`config.mk`:
```
export PLATFORM = sky130hd
export DESIGN_NAME = y86_seq_param
export DESIGN_NICKNAME = d
export VERILOG_FILES = /design/src/rtl/y86_seq_param.sv
export SDC_FILE = /design/constraint.sdc
export NUM_CORES = 1
export LEC_CHECK = 0
export BUFFER_PORTS_ARGS = -buffer_cell sky130_fd_sc_hd__buf_4
export CELL_PAD_IN_SITES_DETAIL_PLACEMENT = 1
export CELL_PAD_IN_SITES_GLOBAL_PLACEMENT = 2
export CORE_UTILIZATION = 40
export DETAILED_ROUTE_END_ITERATION = 12
export HOLD_SLACK_MARGIN = 0.1
export PLACE_DENSITY = 0.78
export SETUP_SLACK_MARGIN = 0.2
export SLEW_MARGIN = 20
export SYNTH_ARGS = -nofsm -noshare
export SYNTH_HDL_FRONTEND = slang
export SYNTH_SLANG_ARGS = --single-unit
```
`constraint.sdc`:
```
create_clock -name clk -period 6.1 [get_ports clk]
set_clock_uncertainty 0.05 [all_clocks]
set_input_delay 0.305 -clock clk [delete_from_list [all_inputs] [get_ports clk]]
set_output_delay 0.305 -clock clk [all_outputs]
set_load 0.05 [all_outputs]
```
`src/rtl/y86_seq_param.sv`:
```
`default_nettype none
// +--------------------------------------------------------------------------+
// | y86_seq_param: parametrised multicycle y86-subset core with a           |
// | ready-handshaked memory bus. Optional jz decode via Y86_SEQ_JZ_EN.       |
// | Revision: 1.0                                                            |
// +--------------------------------------------------------------------------+
module y86_seq_param #(
  parameter int unsigned      WIDTH    = 32,
  parameter logic [WIDTH-1:0] RESET_IP = '0,
  parameter int unsigned      BASE_REG = 6
) (
  input  logic             clk,
  input  logic             rst_n,
  output logic [WIDTH-1:0] bus_A,
  input  logic [WIDTH-1:0] bus_in,
  output logic [WIDTH-1:0] bus_out,
  output logic             bus_RE,
  output logic             bus_WE,
  input  logic             bus_ready,
  output logic [7:0]       current_opcode,
  output logic             halted,
  output logic             illegal
);

  localparam logic [7:0] C_OP_LOAD = 8'h8B;
  localparam logic [7:0] C_OP_MOVST = 8'h89;
  localparam logic [7:0] C_OP_ADD  = 8'h01;
  localparam logic [7:0] C_OP_SUB  = 8'h29;
  localparam logic [7:0] C_OP_JNEZ = 8'h75;
  localparam logic [7:0] C_OP_HALT = 8'hF4;
  localparam logic [2:0] C_BASE    = BASE_REG[2:0];

  typedef enum logic [5:0] {
    S_FETCH  = 6'b000001,
    S_DECODE = 6'b000010,
    S_EXEC   = 6'b000100,
    S_MEM    = 6'b001000,
    S_WB     = 6'b010000,
    S_STOP   = 6'b100000
  } state_t;

  state_t           r_state;
  state_t           w_state_next;
  logic [WIDTH-1:0] r_ip;
  logic [WIDTH-1:0] r_ir;
  logic             r_zf;
  logic             r_illegal;
  logic [WIDTH-1:0] r_a;
  logic [WIDTH-1:0] r_b;
  logic [WIDTH-1:0] r_c;
  logic [WIDTH-1:0] r_mar;
  logic [WIDTH-1:0] r_mdrw;
  logic [WIDTH-1:0] r_mdrr;
  logic [WIDTH-1:0] r_regs [8];

  // Instruction fields
  logic [7:0]       w_op;
  logic [2:0]       w_rd;
  logic [2:0]       w_rs;
  logic [1:0]       w_mod;
  logic [WIDTH-1:0] w_disp;
  logic [WIDTH-1:0] w_rel;
  logic             w_unused_ir_hi;

  assign w_op           = r_ir[7:0];
  assign w_rd           = r_ir[10:8];
  assign w_rs           = r_ir[13:11];
  assign w_mod          = r_ir[15:14];
  assign w_disp         = {{(WIDTH-8){r_ir[23]}}, r_ir[23:16]};
  assign w_rel          = {{(WIDTH-8){r_ir[15]}}, r_ir[15:8]};
  assign w_unused_ir_hi = ^r_ir[WIDTH-1:24];

  logic w_is_load, w_is_store, w_is_move, w_is_add, w_is_sub;
  logic w_is_jnez, w_is_jz, w_is_halt, w_is_branch, w_is_mem, w_is_illegal;
  logic w_taken;

  assign w_is_load  = (w_op == C_OP_LOAD);
  assign w_is_store = (w_op == C_OP_MOVST) && (w_mod == 2'd1);
  assign w_is_move  = (w_op == C_OP_MOVST) && (w_mod == 2'd3);
  assign w_is_add   = (w_op == C_OP_ADD);
  assign w_is_sub   = (w_op == C_OP_SUB);
  assign w_is_jnez  = (w_op == C_OP_JNEZ);
  assign w_is_halt  = (w_op == C_OP_HALT);

`ifdef Y86_SEQ_JZ_EN
  localparam logic [7:0] C_OP_JZ = 8'h74;
  assign w_is_jz = (w_op == C_OP_JZ);
`else
  assign w_is_jz = 1'b0;
`endif

  assign w_is_branch  = w_is_jnez | w_is_jz;
  assign w_is_mem     = w_is_load | w_is_store;
  assign w_is_illegal = ~(w_is_mem | w_is_move | w_is_add | w_is_sub |
                          w_is_branch | w_is_halt);
  // Branch condition reads ZF as left by the previous instruction
  assign w_taken      = (w_is_jnez & ~r_zf) | (w_is_jz & r_zf);

  logic [WIDTH-1:0] w_len;
  logic [WIDTH-1:0] w_ip_next;
  logic [2:0]       w_aad;
  logic [WIDTH-1:0] w_op2;
  logic [WIDTH-1:0] w_alu;

  always_comb begin
    w_len = WIDTH'(1);
    if (w_is_mem)
      w_len = WIDTH'(3);
    else if (w_is_add || w_is_sub || w_is_move || w_is_branch)
      w_len = WIDTH'(2);
  end

  assign w_ip_next = r_ip + w_len + (w_taken ? w_rel : '0);
  assign w_aad     = w_is_mem ? C_BASE : w_rd;
  assign w_op2     = w_is_mem ? w_disp : (w_is_sub ? ~r_b : r_b);
  assign w_alu     = r_a + w_op2 + WIDTH'(w_is_sub);

  always_ff @(posedge clk) begin
    if (!rst_n)
      r_state <= S_FETCH;
    else
      r_state <= w_state_next;
  end

  always_comb begin
    w_state_next = r_state;
    bus_RE       = 1'b0;
    bus_WE       = 1'b0;
    bus_A        = '0;
    case (r_state)
      S_FETCH: begin
        bus_RE = 1'b1;
        bus_A  = r_ip;
        if (bus_ready)
          w_state_next = S_DECODE;
      end
      S_DECODE: w_state_next = (w_is_halt || w_is_illegal) ? S_STOP : S_EXEC;
      S_EXEC:   w_state_next = S_MEM;
      S_MEM: begin
        bus_RE = w_is_load;
        bus_WE = w_is_store;
        if (w_is_mem)
          bus_A = r_mar;
        if (!w_is_mem || bus_ready)
          w_state_next = S_WB;
      end
      S_WB:     w_state_next = S_FETCH;
      S_STOP:   w_state_next = S_STOP;
      default:  w_state_next = S_FETCH;
    endcase
  end

  always_ff @(posedge clk) begin
    if (!rst_n) begin
      r_ip      <= RESET_IP;
      r_ir      <= '0;
      r_zf      <= 1'b0;
      r_illegal <= 1'b0;
      r_a       <= '0;
      r_b       <= '0;
      r_c       <= '0;
      r_mar     <= '0;
      r_mdrw    <= '0;
      r_mdrr    <= '0;
      for (int i = 0; i < 8; i++)
        r_regs[i] <= '0;
    end else begin
      case (r_state)
        S_FETCH: begin
          if (bus_ready)
            r_ir <= bus_in;
        end
        S_DECODE: begin
          r_a <= r_regs[w_aad];
          r_b <= r_regs[w_rs];
          if (w_is_halt || w_is_illegal)
            r_illegal <= w_is_illegal;
          else
            r_ip <= w_ip_next;
        end
        S_EXEC: begin
          r_mar  <= w_alu;
          r_mdrw <= r_b;
          r_c    <= w_is_move ? r_b : w_alu;
          if (w_is_add || w_is_sub)
            r_zf <= (w_alu == '0);
        end
        S_MEM: begin
          if (w_is_load && bus_ready)
            r_mdrr <= bus_in;
        end
        S_WB: begin
          if (w_is_load)
            r_regs[w_rs] <= r_mdrr;
          else if (w_is_add || w_is_sub || w_is_move)
            r_regs[w_rd] <= r_c;
        end
        default: ;
      endcase
    end
  end

  assign bus_out        = r_mdrw;
  assign current_opcode = r_ir[7:0];
  assign halted         = (r_state == S_STOP);
  assign illegal        = r_illegal;

endmodule
`default_nettype wire

```
==> results.md, run 1 <==
- The total negative setup slack is 0 ps.
- The number of max-cap violations is 0.
- The number of nets in the synthesized netlist is about 3000.
- The met3 usage in global routing is 0.03976.
- The y dimension of the die is 264.5 um.
- For this run, the total global-route usage over all layers was measured as 0.2886.
- The library cell with the largest summed area after synthesis is edfxtp_1.
- The via count of the routed design is 22890.
- The number of instances in the placed design is 3711.
- The initial utilization of the core area, before any placement, comes to 0.4074.
- The run finished with clean final reports.
- The number of nets still failing antenna checks after routing is 0.
- The number of cells on the worst hold path is 2.
- The static leakage power is 11.17 nW.
- The instance count of the mapped netlist is 2898.
- The count of TritonRoute iterations in the first routing pass is 5.
- Counting cells, the worst reg-to-reg path comes to 21.
- The root buffer cell chosen for the clock tree is clkbuf_16.
- Of the post-synthesis cell area, the dominant cell type holds 0.2790.
- After clock tree synthesis, the clock-pin slew on the worst setup and hold paths is approximately 60 ps.
- The power per cell area is 267.8 nW/um2.
- For this run, asynchronously set or reset flops after synthesis account for 0.
- The worst-case setup margin in the final layout is 700.7 ps.
- TritonCTS built the clock tree.
- The number of clock buffers added by TritonCTS is 58.
- Detailed placement finished with a half-perimeter wire length of 68790 um.
- The final non-filler cell area is 31270 um2.
- In the final layout, the share of cells above drive strength 1 is 0.1328.
- The global-route wire length before repair is between 150000 and 200000 um.
- In this run the critical register-to-register path is launched from r_ir[2]$_SDFFE_PN0P_.
- The critical path goes through nor4b_2, and4b_1, nand3b_1, nor2_4, a21oi_1, nand2_1, inv_1, fa_1, inv_1, ha_1, fa_1, a21o_1, a221oi_1, o21a_1, o2111ai_1, a31oi_1, nand2b_1, a31oi_1, xnor2_1, or3_1, a21oi_1.
- The mapped netlist covers 27550 um2.
- The later pin in the worst-skew pair is clocked with a latency of 650 ps.
- Summed over all layers, the routed wires come to a little over 100000 um.
- The die span in x is 264.5 um.
- The placement-stage worst setup slack is 786.4 ps.
- During I/O placement, the number of pins put on the boundary was 111.
- By area the synthesized netlist is led by edfxtp_1 (28%), dfxtp_1 (19%), nand2_1 (7.0%).
- The worst setup path category is register to register.
- The most frequently used cell type in the post-synthesis netlist is nand2_1.
- The end of the worst hold path is bus_out[20]$_SDFFE_PN0P_.
- The non-filler instance count after layout is around 3900.
- After synthesis, the most frequently instantiated cells are nand2_1 (517), nor2_1 (429), dfxtp_1 (256), edfxtp_1 (256), a21oi_1 (243).
- The number of resized instances in the post-cts repair step is 0.
- After synthesis the netlist holds a flip-flop and latch count of 512.
- The placeable core area is roughly 68000 um2.
- The count of input and output buffers is 110.
- The layout overhead on the synthesized area is 13.50%.
- The critical path's slowest cell is fa_1.
- The row count is 95.
- The number of sinks driven by the clock tree is 512.
- After detailed routing, the number of remaining DRC violations is 0.
- The launch point of the worst hold path is bus_out[20]$_SDFFE_PN0P_.
- The top flip-flop cell by instance count after synthesis is edfxtp_1.
- The final count of hold timing violations is 0.
- The average wire per standard cell is between 20 and 30 um.
- The initial antenna violation count came to 2.
- The minimum hold slack is 406.5 ps.
- The worst relative slew slack is 0.2993.
- After the last flow step, the layout net total stands at 3061.
- The worst setup path is launched from a register.
- The total overflow left after global routing is 0.
- After synthesis, the mean cell area works out to 9.507 um2.
- The final count of pins violating max slew is 0.
- Setup repair after global routing left no endpoint under its margin.
- Dividing the final minimum period by the clock period gives 0.8851.
- Dividing the detail-routed via count by the number of cells gives 5.936.
- The clock passes through at most 3 buffers.
- The endpoint type of the worst setup path is a register.
- The post-detailed-placement cell area is just under 30000 um2.
- The CTS H-tree depth is 2.
- Across the VDD grid, the largest voltage drop is 217.3 uV.
- The full die area is roughly 70000 um2.
- The worst hold path class is register to register.
- The synthesized design contains about 260 enable-type register cells.
- The largest net degree at the start of global routing is ~100.
- The maximum clock rate is 185.2 MHz.
- At the pin with the least slew margin, the transition time is 1051 ps.
- The terminus of the critical flop-to-flop path is r_ip[31]$_SDFFE_PN0P_.
- For met2 alone, demand over resource in global routing was 0.4883.
- On the worst path, the slowest cell contributes a delay of 480 ps.
- The most used routing layer is met2.
- Of the synthesized area, sequential elements account for 0.4650.
- The routed design could run at a clock period as short as approximately 5400 ps.
- The register-to-register path setup slack is around 700 ps.
- Data on the critical path is required at its endpoint by about 6600 ps.
- The number of violations reported at the end of detailed-routing iteration 0 is about 1900.
- The setup-violating endpoint count in the final report is 0.
- Data arrives at the worst endpoint at 5900 ps.
- In this run the worst path has a maximum fanout of 5.
- In this run, distinct cell masters in the synthesized netlist total between 70 and 80.
- The via count of the first global-routing pass came to 23860.
- The congestion estimate from routability-driven global placement came to between 0.8 and 0.9.
- The Yosys step of the flow raised 0 warnings.
- The met1 usage is 0.3796.
==> per-stage QoR <==
step | power, mW | util
finish | 8.374 | 0.4624
global route | 8.635 | 0.4623
CTS | 8.425 | 0.4623
detailed placement | 4.783 | 0.4281
global placement | 4.757 | 0.4281
floorplan | 4.407 | -
==> cells by family (layout without fill, tap and decap cells) <==
kind of cell             after synthesis  count (layout)  share of synthesized area
buffers and inverters                259             342                    0.04250
other                                  0               1                          0
AO/OA/AOI/OAI                        629             629                     0.1502
XOR/XNOR                              87              87                    0.02766
AND/OR/NAND/NOR                     1188            1188                     0.1811
adder cells (fa/ha/maj)               94              94                    0.04405
multiplexers                         129             129                    0.08955
flip-flops                           512             512                     0.4650
==> worst max path at each step <==
| stage | from | to | slack [ps] |
|---|---|---|---|
| floorplan | r_ir[2]$_SDFFE_PN0P_ | r_ip[31]$_SDFFE_PN0P_ | 1380 |
| global placement | r_ir[2]$_SDFFE_PN0P_ | r_ip[31]$_SDFFE_PN0P_ | 900 |
| detailed placement | r_ir[2]$_SDFFE_PN0P_ | r_ip[31]$_SDFFE_PN0P_ | 790 |
| CTS | r_ir[2]$_SDFFE_PN0P_ | r_ip[31]$_SDFFE_PN0P_ | 720 |
| global route | r_ir[2]$_SDFFE_PN0P_ | r_ip[31]$_SDFFE_PN0P_ | 330 |
| finish | r_ir[2]$_SDFFE_PN0P_ | r_ip[31]$_SDFFE_PN0P_ | 700 |
==> sequential cells by signal, summed over array words and instances (netlist names) <==
| register | flops |
|---|---|
| r_c | 32 |
| r_mdrr | 32 |
| r_a | 32 |
| illegal | 1 |
| r_state | 6 |
| r_b | 32 |
| r_mar | 32 |
| bus_out | 32 |
| r_zf | 1 |
| r_regs | 256 |
| r_ir | 24 |
| r_ip | 32 |
==> repair_timing <==
| item | CTS | global route |
|---|---|---|
| endpoints found under the hold margin | 60 | 0 |
| hold buffers | 34 | 0 |
| buffers inserted | 0 | 0 |
==> cell usage in the layout (no fill, tap or decap), types with 41 or more instances in the layout <==
cell and instances:
a31oi_1 48, nand2_1 514, xnor2_1 41, a211oi_1 78
a311oi_1 43, ha_1 89, clkbuf_16 58, nor2_1 427
o21ai_0 51, mux4_2 64, nand3_1 117, dfxtp_1 252
xor2_1 46, a21oi_1 243, edfxtp_1 256, buf_4 163
==> power by group <==
group / leakage (nW) / switching [mW] / total [mW] / internal (mW)
logic: 5.47 / 0.639 / 0.950 / 0.311
registers: 4.74 / 0.0936 / 3.79 / 3.70
clock network: 0.958 / 1.52 / 3.63 / 2.11
==> worst max-delay path: cells and delay by family, from the launching register on <==
kind | cells | cell delay, ps
AOI/OAI and AO/OA | 8 | 1850
xor gates and xnor gates | 1 | 170
adders and majority gates | 3 | 1160
buffers and inverters | 2 | 110
DFF | 1 | 360
and+or+nand+nor | 7 | 1600
==> per-layer routing <==
metal / routed length (um) / up-vias / part of all wire
met3: 5664 / 158 / 0.056
met4: 3160 / 2 / 0.031
met5: 16 / - / 0.00016
met2: 48770 / 626 / 0.48
li1: - / 10480 / -
met1: 43660 / 11620 / 0.43
==> final cells by class <==
type	instances	area, um2
diodes	1	2.502
clock buffers	82	1622
clock inverters	27	354.1
fillers	7541	36360
inverters	34	135.1
multi-input cells	2127	13640
flip-flops and latches	512	12820
well taps	873	1092
repair buffers	199	1604
Power figures use the tool's default switching activity.
==> inputs of run 2 (changes only) <==
--- a/config.mk
+++ b/config.mk
@@ -5,10 +5,11 @@
 export SDC_FILE = /design/constraint.sdc
 export NUM_CORES = 1
 export LEC_CHECK = 0
+export ABC_AREA = 1
 export BUFFER_PORTS_ARGS = -buffer_cell sky130_fd_sc_hd__buf_4
 export CELL_PAD_IN_SITES_DETAIL_PLACEMENT = 1
 export CELL_PAD_IN_SITES_GLOBAL_PLACEMENT = 2
-export CORE_UTILIZATION = 40
+export CORE_UTILIZATION = 37
 export DETAILED_ROUTE_END_ITERATION = 12
 export HOLD_SLACK_MARGIN = 0.1
 export PLACE_DENSITY = 0.78
==> run 2 against run 1 <==
Effect of this change: non-clock buffer count up 12; sequential share of layout area is 1.6 points lower; critical path depth increased by 3.
==> results.md, run 2 <==
- The share of the core filled with cells in the final layout is 0.4279 (-0.03448).
- The register containing the most flip-flops in the final layout is r_regs.
- The full die area is 78120 um2 (+12%).
- The register-to-register path setup slack is 1210 ps (+510 ps).
- By area the synthesized netlist is led by edfxtp_1 (27%), dfxtp_1 (18%), o21ai_0 (9.3%).
- In the synthesized netlist, the cells that appear most often are nand2_1 (657), nor2_1 (593), o21ai_0 (529).
- The post-route total power is 8.606 mW (+2.8%).
- STA classifies the critical path startpoint as a register.
- The instance count of the mapped netlist is 3789 (+31%).
- The power per cell area is 264.4 nW/um2 (-1.3%).
- The period utilization is 0.8012 (-0.08393).
- In this run the worst setup path begins at r_ir[5]$_SDFFE_PN0P_.
- STA classifies the critical path endpoint as a register.
- The starting utilization of the core area is 0.3745 (-0.03287).
- The final wirelength is 122100 um (+21%).
- The maximum clock rate is 204.6 MHz (+10%).
- The final layout net count was 3954 (+29%).
- The worst voltage drop across the vdd grid is 246.0 uV (+13%).
- The post-detailed-placement cell area is 30210 um2 (+4.3%).
- The total I/O pin count is 111 (unchanged).
- The async set-reset flop share out of synthesis is 0 (unchanged).
- The required time reported for the critical path endpoint is 6600 ps (about the same).
- The via count of the first global-routing pass is 28120 (+18%).
- The average wire per standard cell is 24.90 um (-5.2%).
- The number of instances in the placed design is 4754 (+28%).
- The clock latency of the later-clocked register in the worst-skew pair came to 660 ps (about the same).
- The total negative setup slack is 0 ps (unchanged).
- The clock transition at the registers of the reported paths came to 60 ps (about the same).
- The transition time at the pin with the least slew margin is 1256 ps (+204.7 ps).
- The via count of the routed design is 27520 (+20%).
- The largest net degree at the start of global routing is 106 (+7.1%).
- The placeable core area is 76080 um2 (+12%).
- The row count is 101 (+6.3%).
- The worst reg-to-reg path cell count is 24 (+14%).
- In this run the critical register-to-register path is launched from r_ir[5]$_SDFFE_PN0P_.
- The terminus of the critical flop-to-flop path is r_zf$_SDFFE_PN0P_.
- The minimum period implied by the final worst setup slack is 4887 ps (-512.0 ps).
- The run finished with clean final reports.
- The static leakage power was 13.67 nW (+22%).
- The post-detailed-route via-to-cell ratio came to 5.609 (-5.5%).
- The final non-filler cell area came to 32550 um2 (+4.1%).
- The all-layer global routing usage was 0.3095 (+0.02089).
- The number of max-cap violations came to 0 (unchanged).
- The top flip-flop cell by instance count after synthesis is edfxtp_1.
- The share of cells above drive strength 1 is 0.07768 (-0.05516).
- The number of buffers inserted to repair setup after CTS is 0 (unchanged).
- The clock tree buffer depth is 3 (unchanged).
- The global-route wire length before repair came to 180400 um (+19%).
- The layout overhead on the synthesized area is 14.26%.
- The half-perimeter wire length of the detailed placement result is 83080 um (+21%).
- By startpoint and endpoint, the worst setup path is classified as register to register.
- The y dimension of the die is 279.5 um (+5.7%).
- The arrival time of data at the critical path endpoint was 5390 ps (-510 ps).
- The worst hold path class is register to register.
- The CTS H-tree depth is 2 (unchanged).
- The mean cell area of the mapped netlist is 7.519 um2 (-21%).
- TritonCTS built the clock tree.
- The count of TritonRoute iterations in the first routing pass is 5 (unchanged).
- By instance count, the leading cell after synthesis is nand2_1.
- The number of sinks driven by the clock tree is 512 (unchanged).
- The number of remaining DRC errors is 0 (unchanged).
- The number of nets in the synthesized netlist is 3918 (+29%).
- The number of enable-type register cells in the synthesized netlist is 256 (unchanged).
- The worst-case setup margin in the final layout was 1213 ps (+512.0 ps).
- The worst relative slew slack is 0.1564 (-0.1429).
- The library cell with the largest summed area after synthesis is edfxtp_1.
- The placement-stage worst setup slack is 1286 ps (+499.3 ps).
- The most common cell after layout, fill and taps aside is nand2_1.
- The minimum hold slack is 401.6 ps (-4.962 ps).
- The root buffer cell is clkbuf_16.
- The critical path ends at r_zf$_SDFFE_PN0P_.
- The die span in x came to 279.5 um (+5.7%).
- The final count of hold timing violations is 0 (unchanged).
- Leaving out fill and tap cells, the most frequent cells in the layout are nand2_1 (650), nor2_1 (590), o21ai_0 (529).
- The remaining global-route overflow was 0 (unchanged).
- The clock buffer count from CTS is 60 (+3.4%).
- The flip-flop count of the largest register, all copies and words added is 256 (unchanged).
- The final count of pins violating max slew is 0 (unchanged).
- The initial antenna violation count is 1 (-1).
- The total standard cell area after synthesis is 28490 um2 (+3.4%).
- The fraction of the yosys area taken by sequential cells is 0.4497 (-0.01532).
- The total number of yosys warnings came to 0 (unchanged).
- The placer congestion estimate is 0.8977 (+0.44%).
- The setup-violating endpoint count in the final report is 0 (unchanged).
- The share of the synthesized area in the top cell type is 0.2698 (-0.009190).
- The count of different cell masters after synthesis is 46 (-41%).
- The non-filler instance count after layout is 4906 (+27%).
- The number of violations reported at the end of detailed-routing iteration 0 is 2118 (+13%).
- The number of fill cells in the layout was 9327 (+24%).
- The number of synthesized register bits is 512 (unchanged).
- The number of nets still failing antenna checks after routing is 0 (unchanged).
- The maximum fanout along the worst path is 34 (+29).
- Setup repair after global routing left no endpoint under its margin.
- The count of input and output buffers was 110 (unchanged).
==> run 2: logic make-up (layout without fill, tap and decap cells) <==
group,Yosys count,in the layout,share of synthesized area
simple gates,1418,1418,0.1976
compound gates,1088,1088,0.2080
buf+inv,621,707,0.08489
flops,512,512,0.4497
fa+ha+maj,94,94,0.04260
xor+xnor,56,56,0.01721
other cells,0,1,0
==> run 2: final cells by class <==
cell class	count	area, um2	share of cell area
clock buffer	87	1714	0.05266
antenna	1	2.502	0.00007687
tap	1030	1289	0.03959
sequential	512	12820	0.3937
inverter	384	1441	0.04428
timing repair buffer	211	1723	0.05293
clock inverter	25	235.2	0.007226
multi-input combinational	2656	13330	0.4095
==> run 2: how the worst min path moves through the flow <==
| stage | start | cells past startpoint | to | slack (ps) |
|---|---|---|---|---|
| after detailed placement | r_mdrr[16]$_SDFFE_PN0P_ | 2 | r_mdrr[16]$_SDFFE_PN0P_ | 400 |
| after CTS | bus_in[9] | 4 | r_ir[9]$_SDFFE_PN0P_ | 380 |
| final | r_mdrr[16]$_SDFFE_PN0P_ | 2 | r_mdrr[16]$_SDFFE_PN0P_ | 400 |
| after global placement | r_mdrr[20]$_SDFFE_PN0P_ | 2 | r_mdrr[20]$_SDFFE_PN0P_ | 390 |
| after floorplan | r_mdrr[3]$_SDFFE_PN0P_ | 2 | r_mdrr[3]$_SDFFE_PN0P_ | 370 |
| after global routing | r_mdrr[16]$_SDFFE_PN0P_ | 2 | r_mdrr[16]$_SDFFE_PN0P_ | 420 |
==> run 2: worst max-delay path: stages (launching register included) <==
cell and delay [ps]:
dfxtp_1 390, inv_1 90, nand2_1 120, nor2_2 80, nand3_1 150, nand2_2 110
inv_2 480, buf_4 490, nand2_1 90, nand2_1 70, inv_1 40, ha_1 440
nand2_1 180, nor2_1 170, inv_1 110, nor3_1 350, and2_1 220, nand2_1 60
nand2_1 180, nand3_1 110, nand2_1 260, nand3_1 130, nor2_1 130, nand3_1 130
a21oi_1 150
==> run 2: per-layer routing <==
layer | routed length [um] | vias to the layer above | global-route usage
met1 | 54360 | 13620 | 0.4239
met4 | 4836 | 0 | 0.1157
met2 | 56060 | 914 | 0.5040
met3 | 6882 | 195 | 0.03136
met5 | 0 | - | 0
li1 | - | 12790 | -
==> run 2: power by group <==
part / switching, mW / total, mW / internal (mW)
Sequential: 0.0957 / 3.80 / 3.70
Clock: 1.55 / 3.62 / 2.08
Combinational: 0.873 / 1.18 / 0.311
==> run 2: what timing repair did <==
item / 4_1_cts / 5_1_grt
hold buffers: 39 / 0
hold endpoints to repair: 59 / 0
resized for setup: 0 / 0
